### src/rtl/gpsreceiver2_pkg.sv
// Shared state encodings and constants for the GPS front-end serial playback path.
package gpsreceiver2_pkg;

    localparam int unsigned DefaultAdrW = 11;

    // Sync marks bit 0 of each IIQQ nibble: positions 0 and 4 within a byte.
    localparam logic [2:0] SyncBitLo = 3'd0;
    localparam logic [2:0] SyncBitHi = 3'd4;

    typedef enum logic [1:0] {
        StIdle  = 2'd0,
        StPrime = 2'd1,
        StShift = 2'd2
    } tx_state_e;

    function automatic logic is_sync_bit(input logic [2:0] bit_idx);
        return (bit_idx == SyncBitLo) || (bit_idx == SyncBitHi);
    endfunction

endpackage

### src/rtl/gpsreceiver2_tx_bitclk.sv
// Bit-period timer: gps_tx_clk is low for CLKDIV cycles then high for CLKDIV cycles,
// with single-cycle strobes on the first and last cycle of each bit period.
module gpsreceiver2_tx_bitclk #(
    parameter int unsigned CLKDIV = 2
) (
    input  logic sys_clk,
    input  logic sys_rst,
    input  logic en,
    output logic tx_clk,
    output logic bit_start,
    output logic bit_end
);

    localparam int unsigned Period = 2 * CLKDIV;
    localparam int unsigned CntW   = $clog2(Period);

    logic [CntW-1:0] cnt_q, cnt_d;

    always_ff @(posedge sys_clk) begin
        if (sys_rst) begin
            cnt_q <= '0;
        end else begin
            cnt_q <= cnt_d;
        end
    end

    always_comb begin
        cnt_d = '0;
        if (en && !bit_end) begin
            cnt_d = cnt_q + 1'b1;
        end
    end

    assign bit_start = en && (cnt_q == '0);
    assign bit_end   = en && (cnt_q == CntW'(Period - 1));
    assign tx_clk    = en && (cnt_q >= CntW'(CLKDIV));

endmodule

### src/rtl/gpsreceiver2_tx.sv
// Playback transmitter: serializes buffer bytes as clock/sync/data, LSB first.
// Define GPSRECEIVER2_TX_LOOP_EN to replay the buffer continuously until stop.
module gpsreceiver2_tx
    import gpsreceiver2_pkg::*;
#(
    parameter int unsigned CLKDIV = 2,
    parameter int unsigned ADR_W  = DefaultAdrW
) (
    input  logic             sys_clk,
    input  logic             sys_rst,
    input  logic             start,
    input  logic             stop,
    input  logic [ADR_W-1:0] len,
    output logic             busy,
    output logic             done,
    output logic [ADR_W-1:0] byte_count,
    output logic [ADR_W-1:0] txb_adr,
    input  logic [7:0]       txb_dat,
    output logic             gps_tx_clk,
    output logic             gps_tx_sync,
    output logic             gps_tx_data
);

    tx_state_e        state_q, state_d;
    logic [ADR_W-1:0] len_q, adr_q, count_q, adr_adv;
    logic [7:0]       shift_q, hold_q;
    logic [2:0]       bit_q;
    logic             stop_q, done_q;
    logic             bit_clk, bit_start, bit_end;
    logic             byte_end, last_byte, go;

    gpsreceiver2_tx_bitclk #(
        .CLKDIV(CLKDIV)
    ) u_bitclk (
        .sys_clk  (sys_clk),
        .sys_rst  (sys_rst),
        .en       (state_q == StShift),
        .tx_clk   (bit_clk),
        .bit_start(bit_start),
        .bit_end  (bit_end)
    );

    assign go       = start && (len != '0);
    assign byte_end = bit_end && (bit_q == 3'd7);

`ifdef GPSRECEIVER2_TX_LOOP_EN
    assign last_byte = stop_q || stop;
    always_comb begin
        adr_adv = adr_q + ADR_W'(1);
        if (adr_adv == len_q) begin
            adr_adv = '0;
        end
    end
`else
    // count_q is the index of the byte on the wire, so len-1 marks the final byte.
    assign last_byte = stop_q || stop || (count_q == len_q - ADR_W'(1));
    always_comb begin
        adr_adv = adr_q + ADR_W'(1);
        if (adr_q == len_q) begin
            adr_adv = adr_q;
        end
    end
`endif

    always_ff @(posedge sys_clk) begin
        if (sys_rst) begin
            state_q <= StIdle;
        end else begin
            state_q <= state_d;
        end
    end

    always_comb begin
        state_d = state_q;
        unique case (state_q)
            StIdle:  if (go) state_d = StPrime;
            StPrime: state_d = StShift;
            StShift: if (byte_end && last_byte) state_d = StIdle;
            default: state_d = StIdle;
        endcase
    end

    always_ff @(posedge sys_clk) begin
        if (sys_rst) begin
            len_q   <= '0;
            adr_q   <= '0;
            count_q <= '0;
            shift_q <= '0;
            hold_q  <= '0;
            bit_q   <= '0;
            stop_q  <= 1'b0;
            done_q  <= 1'b0;
        end else begin
            done_q <= 1'b0;
            unique case (state_q)
                StIdle: begin
                    if (go) begin
                        len_q   <= len;
                        adr_q   <= '0;
                        count_q <= '0;
                        stop_q  <= 1'b0;
                    end
                end
                StPrime: begin
                    shift_q <= txb_dat;
                    adr_q   <= adr_adv;
                    bit_q   <= '0;
                end
                StShift: begin
                    if (stop) stop_q <= 1'b1;
                    // Prefetched byte is read late in bit 0; the address moves on in bit 1.
                    if (bit_end && bit_q == SyncBitLo) hold_q <= txb_dat;
                    if (bit_start && bit_q == 3'd1) adr_q <= adr_adv;
                    if (bit_end) begin
                        bit_q   <= bit_q + 3'd1;
                        shift_q <= shift_q >> 1;
                    end
                    if (byte_end) begin
                        shift_q <= hold_q;
                        count_q <= count_q + ADR_W'(1);
                        if (last_byte) begin
                            done_q <= 1'b1;
                            adr_q  <= '0;
                            stop_q <= 1'b0;
                        end
                    end
                end
                default: ;
            endcase
        end
    end

    always_comb begin
        busy        = (state_q != StIdle);
        done        = done_q;
        byte_count  = count_q;
        txb_adr     = adr_q;
        gps_tx_clk  = bit_clk;
        gps_tx_sync = 1'b0;
        gps_tx_data = 1'b0;
        if (state_q == StShift) begin
            gps_tx_sync = is_sync_bit(bit_q);
            gps_tx_data = shift_q[0];
        end
    end

endmodule
### config.mk
export PLATFORM = sky130hd
export DESIGN_NAME = gpsreceiver2_tx
export DESIGN_NICKNAME = d
export VERILOG_FILES = /design/src/rtl/gpsreceiver2_pkg.sv /design/src/rtl/gpsreceiver2_tx_bitclk.sv /design/src/rtl/gpsreceiver2_tx.sv
export SDC_FILE = /design/constraint.sdc
export NUM_CORES = 1
export LEC_CHECK = 0
export BUFFER_PORTS_ARGS = -buffer_cell sky130_fd_sc_hd__buf_2
export CORE_MARGIN = 2
export CORE_UTILIZATION = 40
export DETAILED_ROUTE_END_ITERATION = 7
export MAX_ROUTING_LAYER = met4
export PLACE_DENSITY_LB_ADDON = 0.1
export REMOVE_ABC_BUFFERS = 1
export SLEW_MARGIN = 20
export SYNTH_ARGS = -nofsm -noshare
export SYNTH_HDL_FRONTEND = slang
export SYNTH_SLANG_ARGS = --single-unit
### constraint.sdc
create_clock -name sys_clk -period 4.9 [get_ports sys_clk]
set_clock_uncertainty 0.2 [all_clocks]
set_input_delay 0.245 -clock sys_clk [delete_from_list [all_inputs] [get_ports sys_clk]]
set_output_delay 0.245 -clock sys_clk [all_outputs]
set_load 0.05 [all_outputs]
# --- Word level (Yosys, flattened, before mapping) ---
# Cells that the tools add are included.
word_totals:
  register_bits: 58
  input_bits: 23
  elab_cells: 87
op_classes:
  add_sub_neg: 5
  order_cmp: 1
  eq_ne: 13
  muxes: 24
  bitwise_logic: 3
  reduce_logical: 31
op_table:
  columns: ["op", "count"]
  rows:
  - ["$mux W11", 6]
  - ["$pmux W11 S3", 1]
  - ["$add A11 B1 Y11 const B", 2]
  - ["$eq A11 B11 Y1", 2]
  - ["$pmux W11 S2", 1]
  - ["$mux W8", 2]
  - ["$pmux W8 S2", 1]
  - ["$reduce_and A2 Y1", 7]
  - ["$reduce_bool A11 Y1", 1]
  - ["$sub A11 B1 Y11 const B", 1]
  - ["$logic_and A1 B1 Y1", 9]
  - ["$ne A2 B2 Y1 const B", 4]
  - ["$mux W1", 7]
  - ["$eq A3 B3 Y1 const B", 2]
  - ["$pmux W2 S3", 1]
  - ["$pmux W3 S2", 1]
  - ["$reduce_bool A2 Y1", 3]
  - ["$eq A2 B2 Y1 const B", 2]
  - ["$logic_not A2 Y1", 2]
  - ["$mux W2", 2]
  - ["$add A3 B1 Y3 const B", 1]
  - ["$eq A3 B1 Y1 const B", 1]
  - ["$logic_not A3 Y1", 1]
  - ["$logic_or A1 B1 Y1", 3]
  - ["12 further kinds", 14]

# --- Logic depth before layout (Yosys ltp) ---
# Gate-level depths: netlist (run 1).
depth:
  depth_word: 7
  ltp_mapped: 12
  ltp_nobuf: 10

# --- Modules after synthesis ---
# From an unflattened synthesis (run 1), not the netlist that was laid out.
hier_totals:
  hier_cells: 446
  hier_area_um2: 3464.6
modules_own_cells:
  columns: ["mod", "n_inst", "cells_per_inst", "area_each_um2", "seq_area_each_um2"]
  rows:
  - ["gpsreceiver2_tx", 1, 434, 3331.9, 1121.1]
  - ["gpsreceiver2_tx_bitclk", 1, 12, 132.6, 40.0]

# --- Worst setup path before layout (run 1) ---
# No wires, ideal clock.
synth_path:
  path_type: "register to register"
  start: "register count_q[10] (netlist: byte_count[10])"
  end: "register adr_q[0] (netlist: txb_adr[0])"
  arrival_time_ps: 2715
  required_time_ps: 4584
  path_slack_ps: 1869
  stages_incl_launch_ff: 9
  path_buffers: 0
  cell_sequence: "dfxtp_1 xnor2_1 or4b_1 a311oi_1 nand4_1 o31ai_2 nor3_2 a32o_1 a31o_2"
synth_between:
  elab_chain_cells: 5
synth_rtl:
  columns: ["item", "line", "rtl"]
  rows:
  - ["start, declared", "gpsreceiver2_tx.sv:25", "logic [ADR_W-1:0] len_q, adr_q, count_q, adr_adv;"]
  - ["start signal, assigned", "gpsreceiver2_tx.sv:120", "count_q <= count_q + ADR_W'(1);"]
  - ["$eq A11 B11 Y1", "gpsreceiver2_tx.sv:56", "assign last_byte = stop_q || stop || (count_q == len_q - ADR_W'(1));"]
  - ["$logic_or A1 B1 Y1", "gpsreceiver2_tx.sv:56", null]
  - ["$mux W11", "gpsreceiver2_tx.sv:121", "if (last_byte) begin"]
  - ["$mux W11", "gpsreceiver2_tx.sv:118", "if (byte_end) begin"]
  - ["$pmux W11 S3", "gpsreceiver2_tx.sv:95", "unique case (state_q)"]
  - ["end signal, assigned", "gpsreceiver2_tx.sv:106", "adr_q <= adr_adv;"]
  - ["end signal, assigned", "gpsreceiver2_tx.sv:113", "if (bit_start && bit_q == 3'd1) adr_q <= adr_adv;"]
  - ["end, declared", "gpsreceiver2_tx.sv:25", null]
# No other way between the ends.
# A chain may end at the register's enable or synchronous reset.

# --- Worst setup path in the final report (run 1) ---
layout_path:
  start: "register len_q[2]"
  end: "register adr_q[2] (netlist: txb_adr[2])"
layout_between:
  elab_chain_cells: 6
  elab_cells_between_ends: 9
  cone_classes: "add/sub: 1; eq/ne: 2; mux: 5; reduce/logical: 1"
layout_rtl:
  columns: ["item", "line", "rtl"]
  rows:
  - ["start, declared", "gpsreceiver2_tx.sv:25", null]
  - ["start signal, assigned", "gpsreceiver2_tx.sv:98", "len_q <= len;"]
  - ["$sub A11 B1 Y11 / $eq A11 B11 Y1 (equally long branches)", "gpsreceiver2_tx.sv:56, gpsreceiver2_tx.sv:59", null]
  - ["$eq A11 B11 Y1 / $mux W11 (equally long branches)", "gpsreceiver2_tx.sv:56, gpsreceiver2_tx.sv:59", null]
  - ["$logic_or A1 B1 Y1 / $mux W11 (equally long branches)", "gpsreceiver2_tx.sv:56, gpsreceiver2_tx.sv:113", null]
  - ["$mux W11", "gpsreceiver2_tx.sv:121", null]
  - ["$mux W11", "gpsreceiver2_tx.sv:118", null]
  - ["$pmux W11 S3 *", "gpsreceiver2_tx.sv:95", null]
# Every way passes the cells marked *; elsewhere a longest branch is shown, timed or not.

==> results of run 1 <==
[worst max-delay path: cells and delay by family (launching register included)]
| family | cells | cell delay [ns] |
|---|---|---|
| flops | 1 | 0.40 |
| compound gates | 4 | 0.84 |
| simple gates | 4 | 1.77 |
[sequential cells by signal (all words and copies together) (netlist names)]
signal	count
byte_count	11
len_q	11
txb_adr	11
hold_q	8
shift_q	8
bit_q	3
state_q	2
u_bitclk.cnt_q	2
done	1
stop_q	1
[per-stage QoR]
step	std cells	power [mW]
2_1_floorplan	418	0.6847
3_3_place_gp	575	0.7549
3_5_place_dp	575	0.7570
4_1_cts	608	1.338
5_1_grt	608	1.387
6_report	608	1.325
[path summary, 6_finish.rpt]
check | startpoint | to | slack (ns)
min reg2reg | hold_q[6]$_SDFFE_PP0P_ | hold_q[6]$_SDFFE_PP0P_ | 0.25
max | len_q[2]$_SDFFE_PP0P_ | txb_adr[2]$_SDFFE_PP0P_ | 1.64
min | stop | stop_q$_SDFFE_PP0P_ | 0.03
max reg2reg | len_q[2]$_SDFFE_PP0P_ | txb_adr[2]$_SDFFE_PP0P_ | 1.64
[placed cells by master (no fill, tap or decap), types with 8 or more instances in the layout]
cell type      Yosys  final
a21oi_1           34     34
a311oi_1           8      8
buf_2              2     49
clkbuf_8           0     11
dfxtp_1           58     58
dlygate4sd3_1      0     17
ha_1              14     14
inv_1             17     17
nand2_1           60     60
nand3_1           21     21
nor2_1            51     51
nor3_1            10     10
nor4_1            10     10
o21ai_1            8      8
xnor2_1           10     10
xor2_1            21     21
[area by class of cell]
cell class	instances	area [um2]
clock buffers	12	155.1
repair buffers	69	437.9
fillers	831	4119
clock inverters	4	97.59
well taps	105	131.4
inverters	17	63.81
multi-input cells	343	2092
flip-flops and latches	58	1161
[per-layer routing]
layer / vias up / GRT usage, %
met2: 85 / 32.87
met3: 19 / 4.500
met4: 0 / 8.451
met5: - / -
li1: 1678 / -
met1: 1527 / 27.87
[power breakdown]
group	internal (mW)	total [mW]	switching [mW]	leakage (nW)
clock network	0.366	0.566	0.200	0.123
logic	0.0928	0.246	0.153	1.10
registers	0.491	0.513	0.0217	0.470
[cell families after synthesis]
logic type	Yosys count	share of synthesized area (%)
buf+inv	41	4.831
flops	58	33.97
mux	6	1.757
simple gates	200	28.59
xor+xnor	31	7.943
fa+ha+maj	14	5.125
compound gates	92	17.79
==> flow_results.org, run 1 <==
** Power
- Peak supply drop :: just under 0.2 mV
- Leakage :: 1.693 nW
- Dividing total power by cell area gives a power density of 320.1 nW/um2.

** Global routing
- Pin count of the biggest net entering global routing :: 45
- The initial antenna violation count was 0.
- After global routing the overflow that remains totals 0.
- Overall routing resource usage :: 21.49%
- The number of global-route vias before repair is ~3100.
- The first global-routing pass estimated roughly 15 mm of wire.

** Worst setup path
- STA classifies the critical path endpoint as a flop.
- The worst setup path is launched from a flop.
- Required arrival time at the worst endpoint :: between 4 and 5 ns
- For the worst flop-to-flop path, the logic depth is 8.
- In this run the worst path has a maximum fanout of 13.
- The critical path is of the reg -> reg type.
- Cell at the slowest stage of the critical path :: nor3_2
- Data arrives at the worst endpoint at 3.34 ns.
- Cells traversed along the worst timing path :: or4_1 > or3_1 > and3b_4 > a211oi_4 > o31ai_2 > nor3_2 > a32o_1 > a31o_2
- Crit path largest cell delay :: approximately 0.68 ns

** CTS
- The clock tree synthesis step divided the H-tree into 3 levels.
- Worst-Skew Late Latency :: about 0.34 ns
- Number of hold-repair buffers added at the cts stage :: 17
- Buffers inserted during clock tree synthesis total 9.
- Clock sink count :: a little under 60
- TritonCTS built the clock tree.
- Maximum buffer depth of the clock tree :: 2
- The tree is rooted in a clkbuf_8.
- Post-cts repair resize count :: 0
- Clock slew seen by the registers of the worst setup and hold paths :: about 0.070 ns
- Buffers added to address setup during post-CTS repair amount to 0.

** Cells and area
- Antenna cells :: 0
- Final std cell area, no fill :: ~4100 um2
- Synthesis-to-layout area growth :: 21.08%
- Total Nets Final :: between 500 and 600
- Of the cells placed in the final design, the portion with a size suffix greater than 1 is 14.71%.
- Final standard cell utilization of the core :: between 50% and 60%

** Synth
- Dominant cells by area after synthesis :: dfxtp_1 (34%), nand2_1 (6.6%), nor2_1 (5.6%)
- Most frequent cells after synthesis :: nand2_1 (60), dfxtp_1 (58), nor2_1 (51)
- Yosys instantiated no cell more often than nand2_1.
- Synth Instances :: 442
- The number of different library cells used by synthesis comes to 55.
- In this run, synthesis inferred 0 flip-flops with an integrated enable.
- Biggest area consumer among synthesized cells :: dfxtp_1
- Top-area cell type share of the netlist area :: between 30% and 40%
- The synthesized netlist occupies a cell area of about 3400 um2.
- Among all flip-flop cells after synthesis, the most frequent one is dfxtp_1.
- Counting flops and latches in the post-synthesis netlist gives 58.
- Averaged over all synthesized cells, the footprint is 7.734 um2.
- Part of the Yosys area used for sequential elements :: 33.97%
- Number of warnings printed during yosys synthesis :: 0
- In the synthesized netlist the async set-or-reset flop fraction comes to 0%.

** STA
- Final setup violation count :: 0
- The worst path needs about 3.3 ns of the cycle, external delays included.
- In this run the tightest slew margin relative to its limit is 42.27%.
- Max-slew violation total from the final report :: 0
- The final critical path takes up between 60 and 70% of the cycle.
- On the final layout, the worst hold slack is roughly 0.026 ns.
- Setup repair after global routing left no endpoint under its margin.
- The number of failing hold endpoints at the final stage was 0.
- Transition at the pin with the smallest max-transition slack :: 0.8660 ns
- For the final routed database, the setup TNS stands at 0 ns.
- Fmax :: just over 0.3 GHz
- The worst path meets setup with about 1.6 ns of slack.

** Place
- Port Buf Inserts :: 49
- Weighted congestion reported at the end of routability-driven placement :: 0.8302
- Post-Place Cell Area :: around 3700 um2
- Post-DP HPWL :: 6.314 mm
- Worst slack at placement :: about 1.7 ns

** Route
- Signal routing reaches up to met4.
- After detailed routing, the met3 layer carries roughly 400 um of wire.
- Average wire per cell in the routed design :: ~15 um
- After detailed routing, the total wire length is ~9 mm.
- The detailed router placed approximately 3300 vias in this run.
- The first detailed-routing pass ran for 5 iterations.
- Number of routed nets with antenna violations :: 0
- After detailed routing, the number of vias per cell comes to ~5.4.
- Post-route met1 wirelength :: between 4 and 5 mm
- In the routed design, unresolved DRC markers number 0.
- Iteration-0 DRC Markers :: ~180
- In the detailed route, the total length drawn on met2 is about 4 mm.

** Outcome
- Status :: finished, final reports clean

** Floorplanning
- The core region is around 8300 um2.
- After floorplanning, the core was divided into 33 placement rows.
- The floorplan step defined a die boundary enclosing between 9000 and 10000 um2.
- The initial utilization of the core area, before any placement, comes to between 40% and 50%.
- Die Span X :: between 90 and 100 um
- 50 I/O pins were placed.
- The die is around 96 um tall.

** Worst hold path
- Hold Crit Depth :: 3
- In this run the worst hold path is classified as in -> reg.

** Flow run
- Across the run, the number of max-cap violations was 0.
(Power assumes the default switching activity.)
==> inputs of run 2 (changes only) <==
- clock period: 4.9 -> 2.9 ns (I/O delays scaled with it)
==> run 2 against run 1 <==
Non-clock buffer count grew 35. First-iteration DRC count shrank 34%. Final area grew 7.0%. Routed wire length grew 1.7%. Clock power grew 46%. Critical path depth is the same. Critical endpoint is now txb_adr[9]$_SDFFE_PP0P_. Combinational power grew 100%. Worst hold slack lost 0.0092 ns.
==> flow_results.org, run 2 (synthesis results as in run 1) <==
** Worst setup path
- Worst endpoint data arrival time :: ~2.9 ns
- STA classifies the critical path startpoint as a flop.
- Required arrival time at the worst endpoint :: between 2 and 3 ns
- The critical path starts at len_q[2]$_SDFFE_PP0P_.
- Crit path largest cell delay :: approximately 0.53 ns
- Reg2Reg Launch Point :: len_q[2]$_SDFFE_PP0P_
- Reg2Reg Setup Slack :: between 0.09 and 0.1 ns
- Cells traversed along the worst timing path :: or4_4 > or3_4 > and3b_4 > a211oi_4 > o31ai_4 > buf_4 > or4b_1 > o21ai_1
- Critical Path Sink :: txb_adr[9]$_SDFFE_PP0P_
- STA classifies the critical path endpoint as a flop.
- The critical path in this run is classified as reg -> reg.
- Worst R2R End :: txb_adr[9]$_SDFFE_PP0P_
- Along the worst path, the maximum fanout reaches 5.
- Number of cells traversed by the worst register-to-register path :: 8
- Cell at the slowest stage of the critical path :: or4_4

** STA
- Final critical-path share of the clock period :: a little over nine tenths
- Transition at the pin with the smallest max-transition slack :: 0.5419 ns
- The worst path needs ~2.8 ns of the cycle, external delays included.
- Fmax :: roughly 0.36 GHz
- Unrepaired setup endpoints after global routing :: no
- The max-slew violation count came to 0.
- Final setup violation count :: 0
- After layout, the worst setup slack is about 0.097 ns.
- The number of failing hold endpoints at the final stage is 0.
- Worst relative slew slack :: 63.54%

** Floorplanning
- Site row count :: 33
- Die Span X :: slightly below 100 um
- The die covers 9301 um2.
- Starting Density :: 41.39%
- The die is roughly 96 um tall.
- 50 I/O pins were placed.
- The floorplan step defined a core boundary enclosing a little over 8000 um2.

** CTS
- Clock tree synthesis selected as its root buffer the cell clkbuf_8.
- CTS built an H-tree with a depth of 3.
- Clock latency on the worst-skew pair, taken at its later pin, is roughly 0.34 ns.
- TritonCTS built the clock tree.
- The clock passes through at most 2 buffers.
- Setup Fix Bufs, Post-CTS :: 0
- The number of clock buffers added by TritonCTS is 9.
- CTS saw 58 sinks.
- Clock-pin slew was measured on the worst setup and hold paths at approximately 0.070 ns.

** Global routing
- Pin count of the biggest net entering global routing :: 26
- Via count of the first global-routing pass :: between 3000 and 4000
- Global routing used a little over a fifth of the available tracks.
- The first global-routing pass estimated ~15 mm of wire.
- The initial antenna violation count was 0.
- After global routing the overflow that remains totals 0.

** Place
- At the end of routability-driven placement, the weighted congestion stood at 0.8254.
- The count of buffers added on input and output ports is 49.
- Before CTS, the worst setup slack after placement is about 0.018 ns.
- Post-DP HPWL :: ~6.7 mm

** Power
- The worst-case IR drop observed on VDD is between 0.2 and 0.3 mV.
- Post-route total power :: about 2.2 mW
- The analysis attributes to net switching a power of 641.6 uW.
- Clock group share of total power :: between 30% and 40%
- Per report_power, the combinational group accounts for approximately 23% of the total.
- In this run, flip-flops and latches consume approximately two fifths of the power.
- Leakage :: roughly 1.9 nW
- Of the total power, the share spent switching nets is 29.47%.
- Internal power :: between 1.5 and 2 mW
- In this run the power density over the cells is between 400 and 500 nW/um2.

** Cells and area
- The final layout contains between 500 and 600 nets.
- 0 antenna diodes ended up in the layout.
- Top library cells by usage in the layout, fill and taps aside :: nand2_1 (60), dfxtp_1 (58), nor2_1 (51), buf_2 (49), a21oi_1 (33)
- Counting the fill cells in the layout gives 831.
- Synthesis-to-layout area growth :: 29.54%
- Sequential cell area in the final layout :: around 1200 um2
- Most frequent standard cell in the layout excluding fill and tap cells :: nand2_1
- Summing all multi-input logic gate instances after layout gives between 2000 and 2500 um2.
- Share of final-layout standard cells stronger than drive strength 1 :: around a fifth
- Once layout is complete, the utilization of the core stands at between 50% and 60%.

** Route
- After the first detailed-routing iteration, the DRC count stood at 121.
- Using the TritonRoute via totals, the vias-per-cell ratio works out to between 5 and 6.
- Summing over every cut layer, the via total after detailed routing is approximately 3400.
- Once detail routing completed, the nets flagged for antenna violations numbered 0.
- For this run, design rule violations remaining after detail routing come to 0.
- Summed over all layers, the routed wires come to around 9 mm.
- Drt first pass iters :: 4
- In the final routed layout, each cell accounts on average for 14.40 um.

** Flow run
- The tool flagged a number of max-cap violations equal to 0.

** Outcome
- The run finished with clean final reports.

** Worst hold path
- In this run the worst hold path is classified as in -> reg.
run 2: cell count changes in the layout (fill, tap and decap cells not counted), moves of 2 or more:
cell and change:
dlygate4sd3_1 +10, buf_4 +25, clkinv_2 +4, or3_1 -2, or3_4 +2
run 2: area by class of cell:
type	count	share of cell area, %
multi-input cells	343	48.06
flip-flops and latches	58	26.22
repair buffers	104	16.39
clock buffers	10	3.108
well taps	105	2.967
clock inverters	6	1.808
inverters	17	1.441
run 2: power by group through the flow:
stage | sequential [mW] | combinational (mW) | clock [mW]
6_report | 0.851 | 0.498 | 0.829
5_1_grt | 0.855 | 0.553 | 0.890
4_1_cts | 0.850 | 0.485 | 0.851
3_5_place_dp | 0.867 | 0.450 | 0
3_3_place_gp | 0.867 | 0.446 | 0
2_1_floorplan | 0.876 | 0.281 | 0
run 2: per-stage QoR:
| step | TNS, ns | instance area, um2 | hold WS, ns | instances |
|---|---|---|---|---|
| after floorplan | -0.5777 | 3317 | 0.01407 | 418 |
| after global placement | 0 | 3904 | 0.1982 | 600 |
| after detailed placement | 0 | 3904 | 0.2035 | 600 |
| after CTS | 0 | 4398 | 0.01112 | 643 |
| after global routing | 0 | 4428 | 0.04435 | 643 |
| final | 0 | 4428 | 0.01712 | 643 |
run 2: worst max-delay path, delay by kind of cell (launching register included):
| family | cells | cell delay [ns] |
|---|---|---|
| AO/OA/AOI/OAI | 3 | 0.47 |
| buffers and inverters | 1 | 0.18 |
| flip-flops | 1 | 0.31 |
| AND/OR/NAND/NOR | 4 | 1.57 |
run 2: layer usage:
| metal | track usage [%] | up-vias | routed length (um) |
|---|---|---|---|
| li1 | - | 1739 | - |
| met4 | 5.751 | 0 | 91 |
| met1 | 27.77 | 1548 | 4500 |
| met3 | 5.818 | 8 | 401 |
| met5 | - | - | 0 |
| met2 | 35.07 | 57 | 4265 |
run 2: repair_timing:
| item | 4_1_cts | 5_1_grt |
|---|---|---|
| gates resized for setup | 1 | 7 |
| pin swaps | 0 | 3 |
| hold buffers | 27 | 0 |
| setup endpoints to repair | 1 | 12 |
| hold endpoints to repair | 21 | 0 |
run 2: worst min-delay path by stage:
stage	endpoint	slack, ns	startpoint	cells past startpoint
final	len_q[4]$_SDFFE_PP0P_	0.02	sys_rst	2
after global routing	len_q[4]$_SDFFE_PP0P_	0.04	sys_rst	2
after CTS	len_q[4]$_SDFFE_PP0P_	0.01	sys_rst	2
after detailed placement	hold_q[4]$_SDFFE_PP0P_	0.20	txb_dat[4]	3
after global placement	hold_q[5]$_SDFFE_PP0P_	0.20	txb_dat[5]	3
after floorplan	byte_count[0]$_SDFFE_PP0P_	0.01	sys_rst	1
